[config.mk]
export PLATFORM = sky130hd
export DESIGN_NAME = mem_access
export DESIGN_NICKNAME = d
export VERILOG_FILES = /design/src/rtl/mem_access.sv
export SDC_FILE = /design/constraint.sdc
export NUM_CORES = 1
export LEC_CHECK = 0
export CORE_UTILIZATION = 46
export DETAILED_ROUTE_END_ITERATION = 6
export HOLD_SLACK_MARGIN = 0.15
export MAX_ROUTING_LAYER = met4
export PLACE_DENSITY_LB_ADDON = 0.3
export SLEW_MARGIN = 20
export SYNTH_ARGS = -nofsm -noshare
export SYNTH_HDL_FRONTEND = slang
export SYNTH_SLANG_ARGS = --single-unit
[constraint.sdc]
create_clock -name clk -period 16.05 [get_ports clk]
set_clock_uncertainty 0.1 [all_clocks]
set_input_delay 2.4075 -clock clk [delete_from_list [all_inputs] [get_ports clk]]
set_output_delay 2.4075 -clock clk [all_outputs]
set_load 0.05 [all_outputs]
[src/rtl/mem_access.sv]
// Memory-access pipeline stage: branch redirect, req/ack word load/store, and the MEM/WB register.
// Optional MEM_MISALIGN_TRAP_EN: misaligned memops are trapped (o_misalign) instead of word-aligned.
module mem_access #(
  parameter int unsigned TIMEOUT = 255
) (
  input  logic        clk,
  input  logic        reset,
  input  logic [31:0] i_pipe_TargetAddr,
  input  logic [31:0] i_pipe_AluResult,
  input  logic        i_pipe_Zero,
  input  logic [31:0] i_pipe_Reg2Data,
  input  logic [4:0]  i_pipe_RegDst,
  input  logic        i_pipe_MemToReg,
  input  logic        i_pipe_RegWrEn,
  input  logic        i_pipe_MemWrEn,
  input  logic        i_pipe_Branch,
  input  logic        i_pipe_Jump,
  output logic        o_PCSrc,
  output logic [31:0] o_BranchTarget,
  output logic        o_stall,
  output logic        o_dmem_req,
  output logic        o_dmem_we,
  output logic [31:0] o_dmem_addr,
  output logic [31:0] o_dmem_wdata,
  input  logic        i_dmem_ack,
  input  logic [31:0] i_dmem_rdata,
  output logic        o_bus_err,
`ifdef MEM_MISALIGN_TRAP_EN
  output logic        o_misalign,
`endif
  output logic [31:0] o_pipe_AluResult,
  output logic [31:0] o_pipe_MemData,
  output logic [4:0]  o_pipe_RegDst,
  output logic        o_pipe_MemToReg,
  output logic        o_pipe_RegWrEn
);

  localparam logic [1:0] StIdle = 2'd0;
  localparam logic [1:0] StReq  = 2'd1;
  localparam logic [1:0] StResp = 2'd2;

  localparam logic [15:0] CntLast = 16'(TIMEOUT - 1);

  logic [1:0]  state_q, state_d;
  logic [15:0] cnt_q, cnt_d;
  logic [31:0] rdata_q, rdata_d;
  logic        req_q, req_d, we_q, we_d, bus_err_q, bus_err_d;
  logic [31:0] addr_q, addr_d, wdata_q, wdata_d;
  logic [31:0] wb_alu_q, wb_alu_d, wb_mdata_q, wb_mdata_d;
  logic [4:0]  wb_rd_q, wb_rd_d;
  logic        wb_m2r_q, wb_m2r_d, wb_rwe_q, wb_rwe_d;
  logic        memop, misalign, issue, bubble;

  assign memop = i_pipe_MemToReg | i_pipe_MemWrEn;
`ifdef MEM_MISALIGN_TRAP_EN
  logic misalign_q;
  assign misalign   = memop & (i_pipe_AluResult[1:0] != 2'b00);
  assign o_misalign = misalign_q;
`else
  assign misalign = 1'b0;
`endif

  assign issue   = (state_q == StIdle) & memop & ~misalign;
  assign o_stall = issue | (state_q == StReq);
  // Bubble while frozen or trapped so the register file is written once per instruction.
  assign bubble  = o_stall | misalign;

  assign o_PCSrc        = (i_pipe_Branch & i_pipe_Zero) | i_pipe_Jump;
  assign o_BranchTarget = i_pipe_TargetAddr;

  always_comb begin
    state_d   = state_q;
    cnt_d     = cnt_q;
    rdata_d   = rdata_q;
    req_d     = req_q;
    we_d      = we_q;
    addr_d    = addr_q;
    wdata_d   = wdata_q;
    bus_err_d = 1'b0;
    unique case (state_q)
      StIdle: begin
        if (issue) begin
          req_d   = 1'b1;
          we_d    = i_pipe_MemWrEn;
          addr_d  = {i_pipe_AluResult[31:2], 2'b00};
          wdata_d = i_pipe_Reg2Data;
          cnt_d   = 16'd0;
          state_d = StReq;
        end
      end
      StReq: begin
        if (i_dmem_ack) begin
          rdata_d = i_dmem_rdata;
          req_d   = 1'b0;
          state_d = StResp;
        end else if (cnt_q == CntLast) begin
          rdata_d   = 32'd0;
          req_d     = 1'b0;
          bus_err_d = 1'b1;
          state_d   = StResp;
        end else begin
          cnt_d = cnt_q + 16'd1;
        end
      end
      StResp: begin
        cnt_d   = 16'd0;
        state_d = StIdle;
      end
      default: state_d = StIdle;
    endcase
  end

  always_comb begin
    wb_alu_d   = i_pipe_AluResult;
    wb_rd_d    = i_pipe_RegDst;
    wb_rwe_d   = bubble ? 1'b0 : i_pipe_RegWrEn;
    wb_m2r_d   = bubble ? 1'b0 : i_pipe_MemToReg;
    wb_mdata_d = (state_q == StResp) ? rdata_q : 32'd0;
  end

  always_ff @(posedge clk or posedge reset) begin
    if (reset) begin
      state_q    <= StIdle;
      cnt_q      <= 16'd0;
      rdata_q    <= 32'd0;
      req_q      <= 1'b0;
      we_q       <= 1'b0;
      addr_q     <= 32'd0;
      wdata_q    <= 32'd0;
      bus_err_q  <= 1'b0;
      wb_alu_q   <= 32'd0;
      wb_mdata_q <= 32'd0;
      wb_rd_q    <= 5'd0;
      wb_m2r_q   <= 1'b0;
      wb_rwe_q   <= 1'b0;
    end else begin
      state_q    <= state_d;
      cnt_q      <= cnt_d;
      rdata_q    <= rdata_d;
      req_q      <= req_d;
      we_q       <= we_d;
      addr_q     <= addr_d;
      wdata_q    <= wdata_d;
      bus_err_q  <= bus_err_d;
      wb_alu_q   <= wb_alu_d;
      wb_mdata_q <= wb_mdata_d;
      wb_rd_q    <= wb_rd_d;
      wb_m2r_q   <= wb_m2r_d;
      wb_rwe_q   <= wb_rwe_d;
    end
  end

`ifdef MEM_MISALIGN_TRAP_EN
  always_ff @(posedge clk or posedge reset) begin
    if (reset) misalign_q <= 1'b0;
    else       misalign_q <= (state_q == StIdle) & misalign;
  end
`endif

  assign o_dmem_req       = req_q;
  assign o_dmem_we        = we_q;
  assign o_dmem_addr      = addr_q;
  assign o_dmem_wdata     = wdata_q;
  assign o_bus_err        = bus_err_q;
  assign o_pipe_AluResult = wb_alu_q;
  assign o_pipe_MemData   = wb_mdata_q;
  assign o_pipe_RegDst    = wb_rd_q;
  assign o_pipe_MemToReg  = wb_m2r_q;
  assign o_pipe_RegWrEn   = wb_rwe_q;

endmodule

* Yosys cells after proc, flatten, opt, wreduce, memory -nomap -nowiden
Index checks and enable logic that the tools add are counted.
** Storage, ports and cells
- Register bits :: 186
- Output and inout bits :: 172
- Logic and storage cells :: 55
** Operators by class
- Bitwise operators :: 5
- Multiplexer cells :: 20
- $add $sub $neg :: 1
- Eq/ne operators :: 7
- Reductions and logical operators :: 9
** Operator list (number)
- $mux 32 :: 3
- $mux 16 :: 3
- $pmux 16 s3 :: 1
- $add 16x1->16 const B :: 1
- $eq 16x8->1 const B :: 1
- $mux 1 :: 8
- $mux 2 :: 3
- $ne 2x2->1 const B :: 3
- $reduce_and 2->1 :: 3
- $pmux 2 s2 :: 1
- $reduce_and 4->1 :: 1
- $reduce_bool 2->1 :: 2
- $ne 3x2->1 const B :: 1
- $or 1x1->1 :: 3
- $reduce_and 3->1 :: 1
- $reduce_bool 3->1 :: 1
- $and 1x1->1 :: 2
- $eq 2x1->1 const B :: 1
- $eq 2x2->1 const B :: 1
- $logic_not 2->1 :: 1
- $pmux 1 s2 :: 1

* Logic depth before layout (Yosys ltp)
- Word-level depth :: 4
- Gate-level depth with buffers :: 8
- Mapped depth without buffers :: 6

* Least setup slack after synthesis
Ideal clock, no wire load.
- Path kind :: in2out
- Start point :: input port i_pipe_MemWrEn
- End point :: output port o_stall
- Slack :: 10043 ps
- Stages on the path :: 4
- Data required time :: 13542 ps
- Data arrival time :: 3499 ps
- Path buffers :: 2
- Cells stage by stage :: o21ai_0 clkbuf_1 buf_1 nand2_1
** Between the ends
- Cells in the longest elaborated chain, start to end :: 3
** RTL lines
- from (decl) :: RTL line 15 : input logic i_pipe_MemWrEn,
- $or 1x1->1 :: RTL line 54 : assign memop = i_pipe_MemToReg | i_pipe_MemWrEn;
- $and 1x1->1 :: RTL line 63 : assign issue = (state_q == StIdle) & memop & ~misalign;
- $or 1x1->1 :: RTL line 64 : assign o_stall = issue | (state_q == StReq);
- to (decl) :: RTL line 20 : output logic o_stall,
Every way passes these cells.

* Worst setup path after layout
Same ends and word-level chain as after synthesis.

==> impl_metrics.ini <==
[power_and_ir_drop]
leakage_nw = 4.61
power_mw = 2.02
vdd_drop_max_mv = 0.141
swShare = 0.437
pwr-share-seq = 0.348
power_frac_comb = 0.453
power.internal_mw = 1.14
p_clk_frac = 0.200
p_sw_mw = 0.884
p_per_area_nw_per_um2 = 199

[grt]
grt_pass1_vias = 5249
grt_pass1_wl_um = 27500
grt_max_degree = 111
grt_antenna_before_repair = 0
track_usage = 0.228
grt.overflow.total = 0

[critical_path]
critPathKind = primary input to output pin
end_kind = output pin
crit_path_frequent_cell = clkdlybuf4s50_1
cpLargestDelayFamily = buffers and inverters
cpMaxStageDelayCell = clkdlybuf4s50_1
cp.required_ns = 13.54
crit_path_max_incr_delay_ns = 0.72
cp_max_fo = 65
start_kind = primary input
cp.buffers_inverters = 3
arrival_ns = 4.51
cp_cell_sequence = clkdlybuf4s50_1 > o21ai_4 > buf_4 > nand2_1 > clkdlybuf4s50_1

[synth]
async_flop_share = 1.00
synth_cells = 688
synth_area_per_cell_um2 = 10.5
yosysWarnings = 0
synth_top_flop_cell = dfrtp_1
yosys_register_bits = 186
syn-cell-area_um2 = 7250
synth_cell_types = 50
yosysSeqAreaShare = 0.642
synth_edf_count = 0

[timing]
finalHoldViolCount = 0
finalSetupViolCount = 0
layout_min_cycle_time_ns = 7.02
slew_viol_final = 0
rsz0062_at_grt = false
max_slew_margin = 0.340
maxClockFrequency_mhz = 142
finalSetupTns_ns = 0
worst_pin_slew_ns = 0.984
period_share = 0.437

[run_status]
status = complete, no violations

[floorplanning]
coreArea_um2 = 15300
start_util = 0.474
rows = 45
die_h_um = 128
dieArea_um2 = 16300
die_w_um = 128
io_pins = 314

[route]
drc_errors = 0
drt_iter0_drc = 408
wl_per_cell_um = 15.8
viasPerCell = 4.98
drt-total-wl_um = 17700
drt.antenna.violating_nets = 0
firstDrtPassIters = 5
via_count = 5561

[cts]
cts-resized-gates = 0
cts_buffer_depth = 2
cts_setup_buffers = 0
clk_pin_slew_ns = 0.07
cts_tree = built
ctsHtreeMaxLevel = 4
clkLatencyLatePin_ns = 0.42
cts.sink_count = 186
ctsHoldBuffers = 0
clockRootBuffer = clkbuf_16
cts_made_buffers = 17

[finish]
seq_area_um2 = 4650
num-nets-final = 1036
drive_above_1_share = 0.0530
diodes = 0
design_area_um2 = 10200
synthToLayoutAreaGrowth_pct = 40.4
fill_cells = 1211
multiInputGateArea_um2 = 2110

[placement]
place_area_um2 = 9610
place.gp.congestion = 0.879
port_buffers = 247
hpwlAfterDp_um = 11900

[hold_path]
hold_class = flip-flop to flip-flop

[flow_run]
drv_cap = 0
[through the flow]
stage | setup WS [ns] | util | cells | hold slack, ns
3_3_place_gp | 9.06 | 0.627 | 1084 | 0.357
3_5_place_dp | 9.05 | 0.627 | 1084 | 0.361
2_1_floorplan | 8.49 | - | 689 | 0.364
5_1_grt | 8.97 | 0.665 | 1116 | 0.395
6_report | 9.03 | 0.665 | 1116 | 0.374
4_1_cts | 9.04 | 0.665 | 1116 | 0.378
[placed cells by master, fill, tap and decap left out, types with 3 or more instances in the layout]
cell type          n
a31oi_1            8
nor4_1             4
clkinvlp_4         4
clkbuf_16         17
inv_6              4
clkdlybuf4s50_1  247
o211ai_1           3
mux2i_1            3
nor2_1             8
o21ai_0           41
nand3_1            7
nand4_1            4
clkinv_2           3
a21oi_1            4
inv_1             11
nor3_1             5
buf_4              6
o21ai_1            5
dfrtp_1          186
and2_1            33
a22oi_1           32
or4_1              4
nand2_1          227
[area by class of cell]
type,count,share of cell area
clock buffer,18,0.0431
tap,211,0.0259
inverter,13,0.00553
sequential,186,0.457
timing repair buffer,253,0.247
clock inverter,14,0.0135
multi-input combinational,421,0.208
[per-layer routing]
metal  wire length, um  GRT usage  vias up
li1                  -          -     2636
met1              7370      0.277     2662
met2              8500      0.356      233
met3              1460     0.0758       30
met4               337     0.0830        0
met5                 0          -        -
[cell usage after synthesis (2+ instances only)]
master / instances / area [um2]
nand3_1: 7 / 35.0
nor2_1: 9 / 33.8
and2_1: 33 / 206
clkbuf_1: 23 / 86.3
o211ai_1: 3 / 22.5
or4_1: 4 / 30.0
o41ai_1: 2 / 17.5
nor2b_1: 2 / 12.5
a2111oi_0: 2 / 17.5
o21ai_0: 42 / 210
dfrtp_1: 186 / 4650
buf_6: 3 / 33.8
buf_8: 3 / 45.0
nand2_1: 227 / 852
buf_2: 2 / 10.0
nand4_1: 4 / 25.0
a31oi_1: 8 / 50.1
o21ai_1: 5 / 25.0
nor3_1: 5 / 25.0
buf_1: 2 / 7.51
a21oi_1: 4 / 20.0
ha_1: 2 / 25.0
nor4_1: 4 / 25.0
inv_1: 12 / 45.0
buf_4: 34 / 255
and3_1: 2 / 12.5
a22oi_1: 32 / 240
mux2i_1: 3 / 30.0
mux2_2: 2 / 22.5
[power by group through the flow]
stage                     clock network [mW]  logic, mW  registers, mW
after floorplan                            0      0.287           1.05
after global placement                     0      0.910          0.704
after detailed placement                   0      0.920          0.709
after CTS                              0.413      0.922          0.704
after global routing                   0.432      0.972          0.724
final                                  0.404      0.915          0.703
[final timing paths]
check | depth (start not counted) | to | slack (ns) | from
max | 5 | o_stall | 9.03 | i_pipe_MemWrEn
min | 2 | o_dmem_wdata[16] | 0.37 | o_dmem_wdata[16]
max reg2reg | 6 | cnt_q[1] | 13.41 | cnt_q[0]
min reg2reg | 2 | o_dmem_wdata[16] | 0.37 | o_dmem_wdata[16]
max in group asynchronous | 3 | cnt_q[4] | 12.01 | reset
min in group asynchronous | 2 | o_pipe_AluResult[17] | 2.41 | reset
[cells by family (layout without fill, tap and decap cells)]
| logic type | after synthesis | count (layout) | synth area share |
|---|---|---|---|
| AND/OR/NAND/NOR | 304 | 304 | 0.182 |
| flip-flops | 186 | 186 | 0.642 |
| adder cells (fa/ha/maj) | 2 | 2 | 0.00345 |
| other | 1 | 2 | 0.000517 |
| multiplexers | 5 | 5 | 0.00725 |
| AO/OA/AOI/OAI | 108 | 108 | 0.0954 |
| buffers and inverters | 82 | 298 | 0.0693 |
[flip-flops by register name, summed over array words and instances, names as in the netlist]
register and count:
o_dmem_wdata 32, o_pipe_AluResult 32, o_pipe_MemData 32, rdata_q 32, o_dmem_addr 30, cnt_q 16, o_pipe_RegDst 5, state_q 2
o_bus_err 1, o_dmem_req 1, o_dmem_we 1, o_pipe_MemToReg 1, o_pipe_RegWrEn 1
[tightest hold or removal path, stage by stage (launching register included)]
cell,delay (ns)
dfrtp_1,0.34
nand2_1,0.05
nand2_1,0.05
Power figures use the tool's default switching activity.
